--- src/rtl/tinyqv_qspi_pkg.sv ---
// Constants and state encoding shared by the TinyQV QSPI controller and RAM target.
package tinyqv_qspi_pkg;

  localparam logic [7:0] CMD_READ  = 8'h0B;
  localparam logic [7:0] CMD_WRITE = 8'h02;

  typedef enum logic [2:0] {
    ST_IDLE,
    ST_CMD,
    ST_ADDR,
    ST_DUMMY,
    ST_READ,
    ST_WRITE,
    ST_IGNORE
  } qspi_state_e;

endpackage

--- src/rtl/tinyqv_sync_edge.sv ---
// Two-flop synchronizer with one-clk rise/fall pulses taken from the synchronized level.
module tinyqv_sync_edge (
  input  logic clk,
  input  logic rstn,
  input  logic d_i,
  output logic rise_o,
  output logic fall_o
);

  logic s1_q, s2_q, s3_q;

  always_ff @(posedge clk) begin
    if (!rstn) begin
      s1_q <= 1'b0;
      s2_q <= 1'b0;
      s3_q <= 1'b0;
    end else begin
      s1_q <= d_i;
      s2_q <= s1_q;
      s3_q <= s2_q;
    end
  end

  assign rise_o = s2_q & ~s3_q;
  assign fall_o = ~s2_q & s3_q;

endmodule

--- src/rtl/tinyqv_qspi_ram_target.sv ---
// Quad-SPI RAM responder: decodes host frames in the clk domain and serves them from a byte-wide memory port.
module tinyqv_qspi_ram_target
  import tinyqv_qspi_pkg::*;
#(
  parameter int ADDR_BITS    = 24,
  parameter int DUMMY_CYCLES = 4
) (
  input  logic                 clk,
  input  logic                 rstn,
  input  logic                 spi_clk_in,
  input  logic                 spi_cs_n,
  input  logic [3:0]           spi_data_in,
  output logic [3:0]           spi_data_out,
  output logic [3:0]           spi_data_oe,
  output logic [ADDR_BITS-1:0] mem_addr,
  output logic [7:0]           mem_wdata,
  output logic                 mem_we,
  output logic                 mem_re,
  input  logic [7:0]           mem_rdata,
  output logic                 busy
);

  localparam int ADDR_NIBS = (ADDR_BITS + 3) / 4;
  localparam int CNT_W     = 8;

  logic                 sclk_rise, sclk_fall;
  logic                 csn_s1_q, csn_q;
  logic [3:0]           din_s1_q, din_q;
  logic [1:0]           prime_q;
  logic                 desel_q;
  qspi_state_e          state_q;
  logic [CNT_W-1:0]     cnt_q;
  logic [3:0]           hi_q;
  logic                 is_wr_q, lo_q;
  logic [ADDR_BITS-1:0] addr_q, addr_inc_d;
  logic [7:0]           rbuf_q, rbyte_d, wdata_q;
  logic                 rd_cap_q, mem_re_q, mem_we_q;
  logic [3:0]           dout_q, oe_q;

  tinyqv_sync_edge u_sclk (
    .clk    (clk),
    .rstn   (rstn),
    .d_i    (spi_clk_in),
    .rise_o (sclk_rise),
    .fall_o (sclk_fall)
  );

  assign addr_inc_d = addr_q + ADDR_BITS'(1);
  // Forward the RAM byte in the cycle it arrives so a tight fall still sees fresh data.
  assign rbyte_d    = rd_cap_q ? mem_rdata : rbuf_q;

  always_ff @(posedge clk) begin
    if (!rstn) begin
      csn_s1_q <= 1'b1;
      csn_q    <= 1'b1;
      din_s1_q <= 4'h0;
      din_q    <= 4'h0;
      prime_q  <= 2'b00;
      desel_q  <= 1'b0;
      state_q  <= ST_IDLE;
      cnt_q    <= '0;
      hi_q     <= 4'h0;
      is_wr_q  <= 1'b0;
      lo_q     <= 1'b0;
      addr_q   <= '0;
      rbuf_q   <= 8'h00;
      wdata_q  <= 8'h00;
      rd_cap_q <= 1'b0;
      mem_re_q <= 1'b0;
      mem_we_q <= 1'b0;
      dout_q   <= 4'h0;
      oe_q     <= 4'h0;
    end else begin
      csn_s1_q <= spi_cs_n;
      csn_q    <= csn_s1_q;
      din_s1_q <= spi_data_in;
      din_q    <= din_s1_q;
      prime_q  <= {prime_q[0], 1'b1};
      mem_re_q <= 1'b0;
      mem_we_q <= 1'b0;
      rd_cap_q <= mem_re_q;
      if (rd_cap_q) rbuf_q <= mem_rdata;
      if (mem_we_q) addr_q <= addr_inc_d;

      // desel_q only sets once the sync chain holds real pin values, so a host
      // already selected at reset release lands in IGNORE rather than CMD.
      if (prime_q[1] && csn_q) begin
        state_q  <= ST_IDLE;
        desel_q  <= 1'b1;
        cnt_q    <= '0;
        lo_q     <= 1'b0;
        rd_cap_q <= 1'b0;
        oe_q     <= 4'h0;
        dout_q   <= 4'h0;
      end else if (prime_q[1]) begin
        case (state_q)
          ST_IDLE: begin
            state_q <= desel_q ? ST_CMD : ST_IGNORE;
            cnt_q   <= '0;
          end
          ST_CMD: if (sclk_rise) begin
            if (cnt_q == '0) begin
              hi_q  <= din_q;
              cnt_q <= CNT_W'(1);
            end else begin
              cnt_q <= '0;
              if ({hi_q, din_q} == CMD_READ) begin
                state_q <= ST_ADDR;
                is_wr_q <= 1'b0;
              end else if ({hi_q, din_q} == CMD_WRITE) begin
                state_q <= ST_ADDR;
                is_wr_q <= 1'b1;
              end else begin
                state_q <= ST_IGNORE;
              end
            end
          end
          ST_ADDR: if (sclk_rise) begin
            addr_q <= ADDR_BITS'({addr_q, din_q});
            if (cnt_q == CNT_W'(ADDR_NIBS - 1)) begin
              cnt_q <= '0;
              lo_q  <= 1'b0;
              if (is_wr_q) begin
                state_q <= ST_WRITE;
              end else begin
                mem_re_q <= 1'b1;
                state_q  <= (DUMMY_CYCLES == 0) ? ST_READ : ST_DUMMY;
              end
            end else begin
              cnt_q <= cnt_q + CNT_W'(1);
            end
          end
          ST_DUMMY: if (sclk_rise) begin
            if (cnt_q == CNT_W'(DUMMY_CYCLES - 1)) begin
              cnt_q   <= '0;
              state_q <= ST_READ;
            end else begin
              cnt_q <= cnt_q + CNT_W'(1);
            end
          end
          ST_READ: if (sclk_fall) begin
            oe_q <= 4'hF;
            if (!lo_q) begin
              dout_q <= rbyte_d[7:4];
              lo_q   <= 1'b1;
            end else begin
              dout_q   <= rbyte_d[3:0];
              lo_q     <= 1'b0;
              addr_q   <= addr_inc_d;
              mem_re_q <= 1'b1;
            end
          end
          ST_WRITE: if (sclk_rise) begin
            if (!lo_q) begin
              hi_q <= din_q;
              lo_q <= 1'b1;
            end else begin
              wdata_q  <= {hi_q, din_q};
              mem_we_q <= 1'b1;
              lo_q     <= 1'b0;
            end
          end
          default: ;
        endcase
      end
    end
  end

  assign spi_data_out = dout_q;
  assign spi_data_oe  = csn_q ? 4'h0 : oe_q;
  assign mem_addr     = addr_q;
  assign mem_wdata    = wdata_q;
  assign mem_we       = mem_we_q;
  assign mem_re       = mem_re_q;
  assign busy         = (state_q != ST_IDLE);

endmodule
--- config.mk ---
export PLATFORM = sky130hd
export DESIGN_NAME = tinyqv_qspi_ram_target
export DESIGN_NICKNAME = d
export VERILOG_FILES = /design/src/rtl/tinyqv_qspi_pkg.sv /design/src/rtl/tinyqv_sync_edge.sv /design/src/rtl/tinyqv_qspi_ram_target.sv
export SDC_FILE = /design/constraint.sdc
export NUM_CORES = 1
export LEC_CHECK = 0
export ABC_CLOCK_PERIOD_IN_PS = 1730
export CORE_UTILIZATION = 40
export DETAILED_ROUTE_END_ITERATION = 8
export HOLD_SLACK_MARGIN = 0.08
export PLACE_DENSITY = 0.64
export SETUP_SLACK_MARGIN = 0.5
export SYNTH_ARGS = -nofsm -noshare
export SYNTH_HDL_FRONTEND = slang
export SYNTH_SLANG_ARGS = --single-unit
--- constraint.sdc ---
create_clock -name clk -period 1.73 [get_ports clk]
set_input_delay 0.519 -clock clk [delete_from_list [all_inputs] [get_ports clk]]
set_output_delay 0.519 -clock clk [all_outputs]
set_load 0.02 [all_outputs]
==> flow_summary_export.csv, run 1 <==
group,metric,value,unit
die,core_area,10300,um^2
worst_setup_path,critical_path.startpoint,"state_q[0]$_SDFFE_PP0P_",
yosys,ys_async_sr_fraction,0,%
timing,final.setup_skew,0.0136,ns
global_routing,antenna_violations_before_repair,0,
power_and_ir_drop,p_leak,2.77,nW
global_routing,grt_pass1_vias,4481,
timing,max_freq,531,MHz
worst_setup_path,timing.critical_path.from_type,"flop",
cells_and_area,antenna_cells_inserted,0,
clock_tree,cts-htree-levels,3,
routing,ant_nets,0,
worst_setup_path,cp-end-kind,"flop",
routing,postRouteWirelength,13600,um
timing,final_worst_slack,-0.152,ns
worst_setup_path,worst-setup-path-type,"flop to flop",
power_and_ir_drop,sequential_share_of_power,48.7,%
place,gpl.final_weighted_congestion,0.923,
yosys,syn_avg_cell_area,8.70,um^2
yosys,synth.most_common_cell,"dfxtp_1",
global_routing,grt_start_max_net_pins,18,
yosys,synthDistinctLibCells,71,
die,fp-row-count,37,
clock_tree,tritoncts.num_buffers,9,
routing,drt-wirelength-per-cell,16.7,um
power_and_ir_drop,comb_power_share,12.8,%
clock_tree,clk_transition_reported_paths,0.09,ns
worst_setup_path,worstPathMaxFanout,5,
power_and_ir_drop,ir_drop,0.000384,V
timing,timing.final.crit_share,109,%
timing,period_minus_slack,1.88,ns
timing,hold_violations,0,
clock_tree,cts_tree,"done",
clock_tree,cts_root_buf,"clkbuf_8",
power_and_ir_drop,finalPower,0.00388,W
power_and_ir_drop,cellPowerDensity,563,nW/um^2
yosys,synth_edf_count,0,
yosys,post_synth_inst_count,486,
yosys,synthesis.nets,506,
timing,maxSlewHeadroom,66.7,%
worst_setup_path,crit-reg2reg-launch,"state_q[0]$_SDFFE_PP0P_",
yosys,ys_warn_count,0,
run_status,run_status,"complete, but fails checks",
cells_and_area,area_growth,63.0,%
die,design.die.area,11000,um^2
clock_tree,cts-root-to-sink-buffers,2,
yosys,postSynthRegisterBits,81,
routing,drt_first_pass_iters,5,
yosys,synth_top_area_share,38.4,%
run_status,failed_checks,"setup timing",
cells_and_area,number_of_nets_in_the_layout,694,
die,io-pin-count,59,
routing,drt_iter0_markers,178,
place,io_buffers,58,
yosys,synth_top_cells_by_area,"dfxtp_1 (38%), mux2i_1 (4.7%), nor2_1 (4.5%), xnor2_1 (2.9%), xor2_1 (2.9%)",
yosys,share_of_synthesized_area_occupied_by_flip_flops_and_latches,38.4,%
die,starting_density,41.1,%
worst_setup_path,arrival,2.14,ns
worst_setup_path,cp.required,1.99,ns
power_and_ir_drop,clkPwrFrac,38.5,%
yosys,synth_area_leader_cell,"dfxtp_1",
global_routing,grt-ovfl-total,0,
hold_path,hold_path_class,"flop to flop",
routing,vias_per_cell,5.45,
place,detailedPlacementHpwl,8900,um
power_and_ir_drop,cell_internal_pwr,0.00285,W
timing,unrepaired_setup_endpoints_after_global_routing,"yes",
die,floorplan.die.height,105,um
cells_and_area,proportion_of_layout_cells_with_a_drive_suffix_above_1,51.4,%
global_routing,first_pass_grt_wire_length,21500,um
hold_path,min-delay-start,"csn_s1_q$_SDFF_PN1_",
power_and_ir_drop,net-switching-power,0.00103,W
clock_tree,clock_sinks,81,
timing,setup_viol,27,
global_routing,grt_util_all_layers,24.4,%
timing,timing.final.max_slew_violations,0,
timing,timing_worst_slew_pin_value,0.498,ns
clock_tree,worst_skew_pair.late_latency,0.36,ns
yosys,most_frequent_cells_after_synthesis,"dfxtp_1 (81), nor2_1 (51), nand2_1 (30)",
job,drv.max_cap_violation_count,0,
routing,detail_route.drc_violations,0,
cells_and_area,final_design_utilization,67.0,%
cells_and_area,n_fill_cell,789,
power_and_ir_drop,power.switching_fraction,26.6,%
die,die_w,105,um
yosys,syn_area,4230,um^2
yosys,ys_dominant_reg_cell,"dfxtp_1",
routing,route.vias.total,4444,
## registers in the layout (all words and copies together) (netlist names), 2 cells and up
register	count
din_s1_q	4
hi_q	4
mem_addr	24
din_q	4
state_q	3
rbuf_q	8
spi_data_out	4
mem_wdata	8
prime_q	2
cnt_q	8
## what timing repair did
| item | 4_1_cts | 5_1_grt |
|---|---|---|
| hold buffers | 0 | 0 |
| setup buffers | 44 | 17 |
| cloned | 1 | 0 |
| endpoints found under the setup margin | 117 | 99 |
| resized for setup | 354 | 44 |
| pin swaps | 37 | 36 |
## cell usage in the layout (no fill, tap or decap), types with 9 or more instances in the layout
cell and n:
xnor2_1 13, buf_4 122, dfxtp_1 32, xor2_1 14, a21oi_1 12, nor3_1 10
and2_1 13, dfxtp_2 29, o21ai_1 9, nand2_1 23, clkbuf_8 10, nand4_1 13
mux2i_1 20, nor2_1 44, dfxtp_4 20, nand3_1 15, buf_6 69, clkdlybuf4s50_1 14
## per-stage QoR
step	cell area (um^2)	setup TNS (ns)	cells	worst slack, ns	hold slack (ns)
3_3_place_gp	5660	-9.49	737	-0.320	0.392
2_1_floorplan	4500	0	486	0.00158	0.386
3_5_place_dp	5660	-10.69	737	-0.354	0.398
6_report	6890	-1.54	815	-0.152	0.418
5_1_grt	6890	-3.29	815	-0.224	0.437
4_1_cts	6600	-0.397	798	-0.0650	0.420
## worst paths after layout
path                       endpoint  slack, ns  depth (start not counted)
setup / recovery  lo_q$_SDFFE_PP0P_      -0.15                          8
hold / removal     csn_q$_SDFF_PN1_       0.42                          1
setup reg to reg  lo_q$_SDFFE_PP0P_      -0.15                          8
hold reg to reg    csn_q$_SDFF_PN1_       0.42                          1
## power by group through the flow
stage | Combinational [W] | Sequential, W | Clock, W
after floorplan | 0.000193 | 0.00194 | 0
after global placement | 0.000328 | 0.00195 | 0
after detailed placement | 0.000332 | 0.00195 | 0
after CTS | 0.000424 | 0.00189 | 0.00152
after global routing | 0.000527 | 0.00189 | 0.00161
final | 0.000496 | 0.00189 | 0.00149
## cell families (layout without fill, tap and decap cells)
family,Yosys count,in the layout,share of synthesized area (%)
multiplexers,21,21,5.00
adder cells (fa/ha/maj),4,4,1.18
AND/OR/NAND/NOR,203,203,26.4
buffers and inverters,45,238,5.39
flip-flops,81,81,38.4
XOR/XNOR,28,28,5.80
AO/OA/AOI/OAI,104,104,17.9
## layer usage
metal | track usage, % | up-vias | part of all wire (%)
met3 | 3.99 | 47 | 4.1
met1 | 28.7 | 2142 | 42
li1 | - | 2135 | -
met5 | 0 | - | 0
met2 | 43.4 | 120 | 50
met4 | 11.0 | 0 | 3.5
## critical path, cell delays in order, from the launching register on
cell     delay, ns
dfxtp_2       0.34
buf_6         0.12
or3b_4        0.41
buf_4         0.15
buf_6         0.11
nor2_4        0.12
o21a_1        0.19
o21ai_1       0.09
a32o_1        0.24
## final cells by class
| cell class | count | area, um^2 | share of cell area, % |
|---|---|---|---|
| clock inverter | 6 | 72.6 | 1.05 |
| sequential | 81 | 1730 | 25.1 |
| multi-input combinational | 360 | 2830 | 41.1 |
| tap | 136 | 170 | 2.47 |
| inverter | 12 | 48.8 | 0.708 |
| clock buffer | 10 | 138 | 2.00 |
| timing repair buffer | 210 | 1900 | 27.5 |
No activity file was read; power rests on OpenSTA's default activity.
==> run 2: changes to the inputs <==
- PLACE_DENSITY: 0.64 -> default
==> flow_summary_export.csv, run 2 (synthesis gave the netlist of run 1 again) <==
group,metric,value,unit
run_status,run_status,"complete, but fails checks",
run_status,failed_checks,"setup timing",
cells_and_area,proportion_of_layout_cells_with_a_drive_suffix_above_1,51.4,%
global_routing,grt_start_max_net_pins,30,
timing,period_minus_slack,1.77,ns
worst_setup_path,crit_path_cell_trace,"or3b_4 > o21ai_4 > nor2_1 > and3_1 > a211o_1",
clock_tree,cts-root-to-sink-buffers,2,
die,die_w,105,um
die,starting_density,41.1,%
cells_and_area,largest_reg_flops,24,
worst_setup_path,reg2reg_depth,5,
power_and_ir_drop,ir_drop,0.000688,V
cells_and_area,area_growth,60.5,%
cells_and_area,layout.cells.most_common_list,"buf_4 (96), buf_6 (68), nor2_1 (41)",
global_routing,first_pass_grt_wire_length,20900,um
hold_path,hold_path_class,"flop to flop",
clock_tree,cts_root_buf,"clkbuf_8",
routing,vias_per_cell,5.46,
clock_tree,cts_tree,"done",
die,core_area,10300,um^2
timing,maxSlewHeadroom,70.1,%
timing,max_freq,565,MHz
timing,final.setup_skew,0.0118,ns
global_routing,antenna_violations_before_repair,0,
worst_setup_path,arrival,2.02,ns
place,detailedPlacementHpwl,9150,um
place,worst_slack_at_placement,-0.443,ns
clock_tree,clk_transition_reported_paths,0.09,ns
routing,drt_iter0_markers,179,
worst_setup_path,cp.required,1.98,ns
clock_tree,worst_skew_pair.late_latency,0.37,ns
routing,drt-wirelength-per-cell,16.8,um
place,gpl.final_weighted_congestion,0.903,
power_and_ir_drop,power.switching_fraction,25.8,%
global_routing,grt-ovfl-total,0,
worst_setup_path,worstReg2RegEnd,"mem_addr[17]$_SDFF_PN0_",
clock_tree,clock_sinks,81,
worst_setup_path,crit_path_top_delay_cell,"or3b_4",
clock_tree,cts-hold-fix-buffers,0,
worst_setup_path,crit-reg2reg-launch,"state_q[2]$_SDFFE_PP0P_",
cells_and_area,antenna_cells_inserted,0,
power_and_ir_drop,finalPower,0.00373,W
worst_setup_path,worst_path_largest_cell_delay,0.47,ns
worst_setup_path,timing.critical_path.from_type,"flop",
die,fp-row-count,37,
power_and_ir_drop,sequential_share_of_power,50.6,%
power_and_ir_drop,net-switching-power,0.000963,W
routing,ant_nets,0,
worst_setup_path,worst-setup-path-type,"flop to flop",
hold_path,hold_depth,1,
global_routing,grt_util_all_layers,24.4,%
clock_tree,tritoncts.num_buffers,9,
routing,detail_route.drc_violations,0,
timing,timing.final.crit_share,102,%
power_and_ir_drop,cell_internal_pwr,0.00277,W
timing,timing_worst_slew_pin_value,0.447,ns
die,design.die.area,11000,um^2
routing,drt_first_pass_iters,5,
global_routing,grt_pass1_vias,4233,
worst_setup_path,critical_path_buf_inv_count,0,
hold_path,min-delay-start,"csn_s1_q$_SDFF_PN1_",
place,io_buffers,58,
cells_and_area,layout_commonest_cell,"buf_4",
worst_setup_path,worstPathMaxFanout,7,
job,drv.max_cap_violation_count,0,
timing,unrepaired_setup_endpoints_after_global_routing,"yes",
timing,setup_viol,4,
die,floorplan.die.height,105,um
timing,final_worst_slack,-0.0392,ns
hold_path,worst_hold_path_ep,"csn_q$_SDFF_PN1_",
power_and_ir_drop,clkPwrFrac,37.0,%
power_and_ir_drop,cellPowerDensity,550,nW/um^2
clock_tree,cts-htree-levels,3,
power_and_ir_drop,p_leak,2.67,nW
worst_setup_path,critical_path.top_delay_family,"simple AND/OR/NAND/NOR gates",
timing,hold_violations,0,
routing,postRouteWirelength,13200,um
worst_setup_path,ff2ff_setup_slack,-0.04,ns
worst_setup_path,cp-end-kind,"flop",
die,io-pin-count,59,
timing,timing.final.max_slew_violations,0,
cells_and_area,number_of_nets_in_the_layout,668,
routing,route.vias.total,4306,
power_and_ir_drop,comb_power_share,12.5,%
cells_and_area,n_fill_cell,832,
[run 2: cell count changes in the layout (fill, tap and decap cells not counted), moves of 5 or more]
cell,delta
a22oi_1,-6
a22oi_2,+6
buf_4,-26
o22ai_1,-5
o22ai_2,+5
[run 2: worst max-delay path by stage]
stage	slack, ns	to	cells after the start	start
after floorplan	0.002	mem_addr[22]$_SDFF_PN0_	8	state_q[1]$_SDFFE_PP0P_
after global placement	-0.40	mem_addr[20]$_SDFF_PN0_	6	rstn
after detailed placement	-0.44	mem_addr[20]$_SDFF_PN0_	6	rstn
after CTS	-0.02	mem_addr[20]$_SDFF_PN0_	6	state_q[0]$_SDFFE_PP0P_
after global routing	-0.08	cnt_q[3]$_SDFFE_PP0P_	5	cnt_q[6]$_SDFFE_PP0P_
final	-0.04	mem_addr[17]$_SDFF_PN0_	5	state_q[2]$_SDFFE_PP0P_
[run 2: final cells by class]
| type | count | area, um^2 | area share [%] |
|---|---|---|---|
| well taps | 136 | 170 | 2.51 |
| clock buffers | 11 | 131 | 1.94 |
| multi-input cells | 360 | 2940 | 43.3 |
| inverters | 12 | 45.0 | 0.664 |
| clock inverters | 4 | 53.8 | 0.793 |
| repair buffers | 184 | 1710 | 25.2 |
| flip-flops and latches | 81 | 1730 | 25.6 |
[run 2: metal layers]
| layer | share of wire (%) | wire (um) | up-vias | track usage (%) |
|---|---|---|---|---|
| met1 | 42 | 5570 | 2064 | 29.2 |
| met5 | 0 | 0 | - | 0 |
| met4 | 2.5 | 327 | 0 | 9.66 |
| met2 | 51 | 6750 | 119 | 42.4 |
| met3 | 4.3 | 571 | 27 | 5.30 |
| li1 | - | - | 2096 | - |
[run 2: timing repair]
| item | CTS | global route |
|---|---|---|
| gates cloned | 1 | 0 |
| setup buffers | 32 | 9 |
| endpoints found under the setup margin | 108 | 99 |
| resized for setup | 383 | 36 |
| pin swaps | 44 | 26 |
| hold endpoints to repair | 0 | 0 |
[run 2: power by group through the flow]
stage	clock network, W	logic, W	registers, W
floorplan	0	0.000193	0.00194
global route	0.00151	0.000496	0.00189
global placement	0	0.000335	0.00195
finish	0.00138	0.000465	0.00189
CTS	0.00142	0.000424	0.00189
detailed placement	0	0.000342	0.00195
[run 2: through the flow]
step | TNS (ns) | hold slack, ns | instance area, um^2 | std cells | util, %
2_1_floorplan | 0 | 0.386 | 4500 | 486 | -
3_3_place_gp | -9.58 | 0.401 | 5610 | 731 | 54.6
3_5_place_dp | -10.76 | 0.397 | 5610 | 731 | 54.6
4_1_cts | -0.0439 | 0.407 | 6550 | 779 | 63.7
5_1_grt | -1.02 | 0.426 | 6780 | 788 | 66.0
6_report | -0.0775 | 0.405 | 6780 | 788 | 66.0
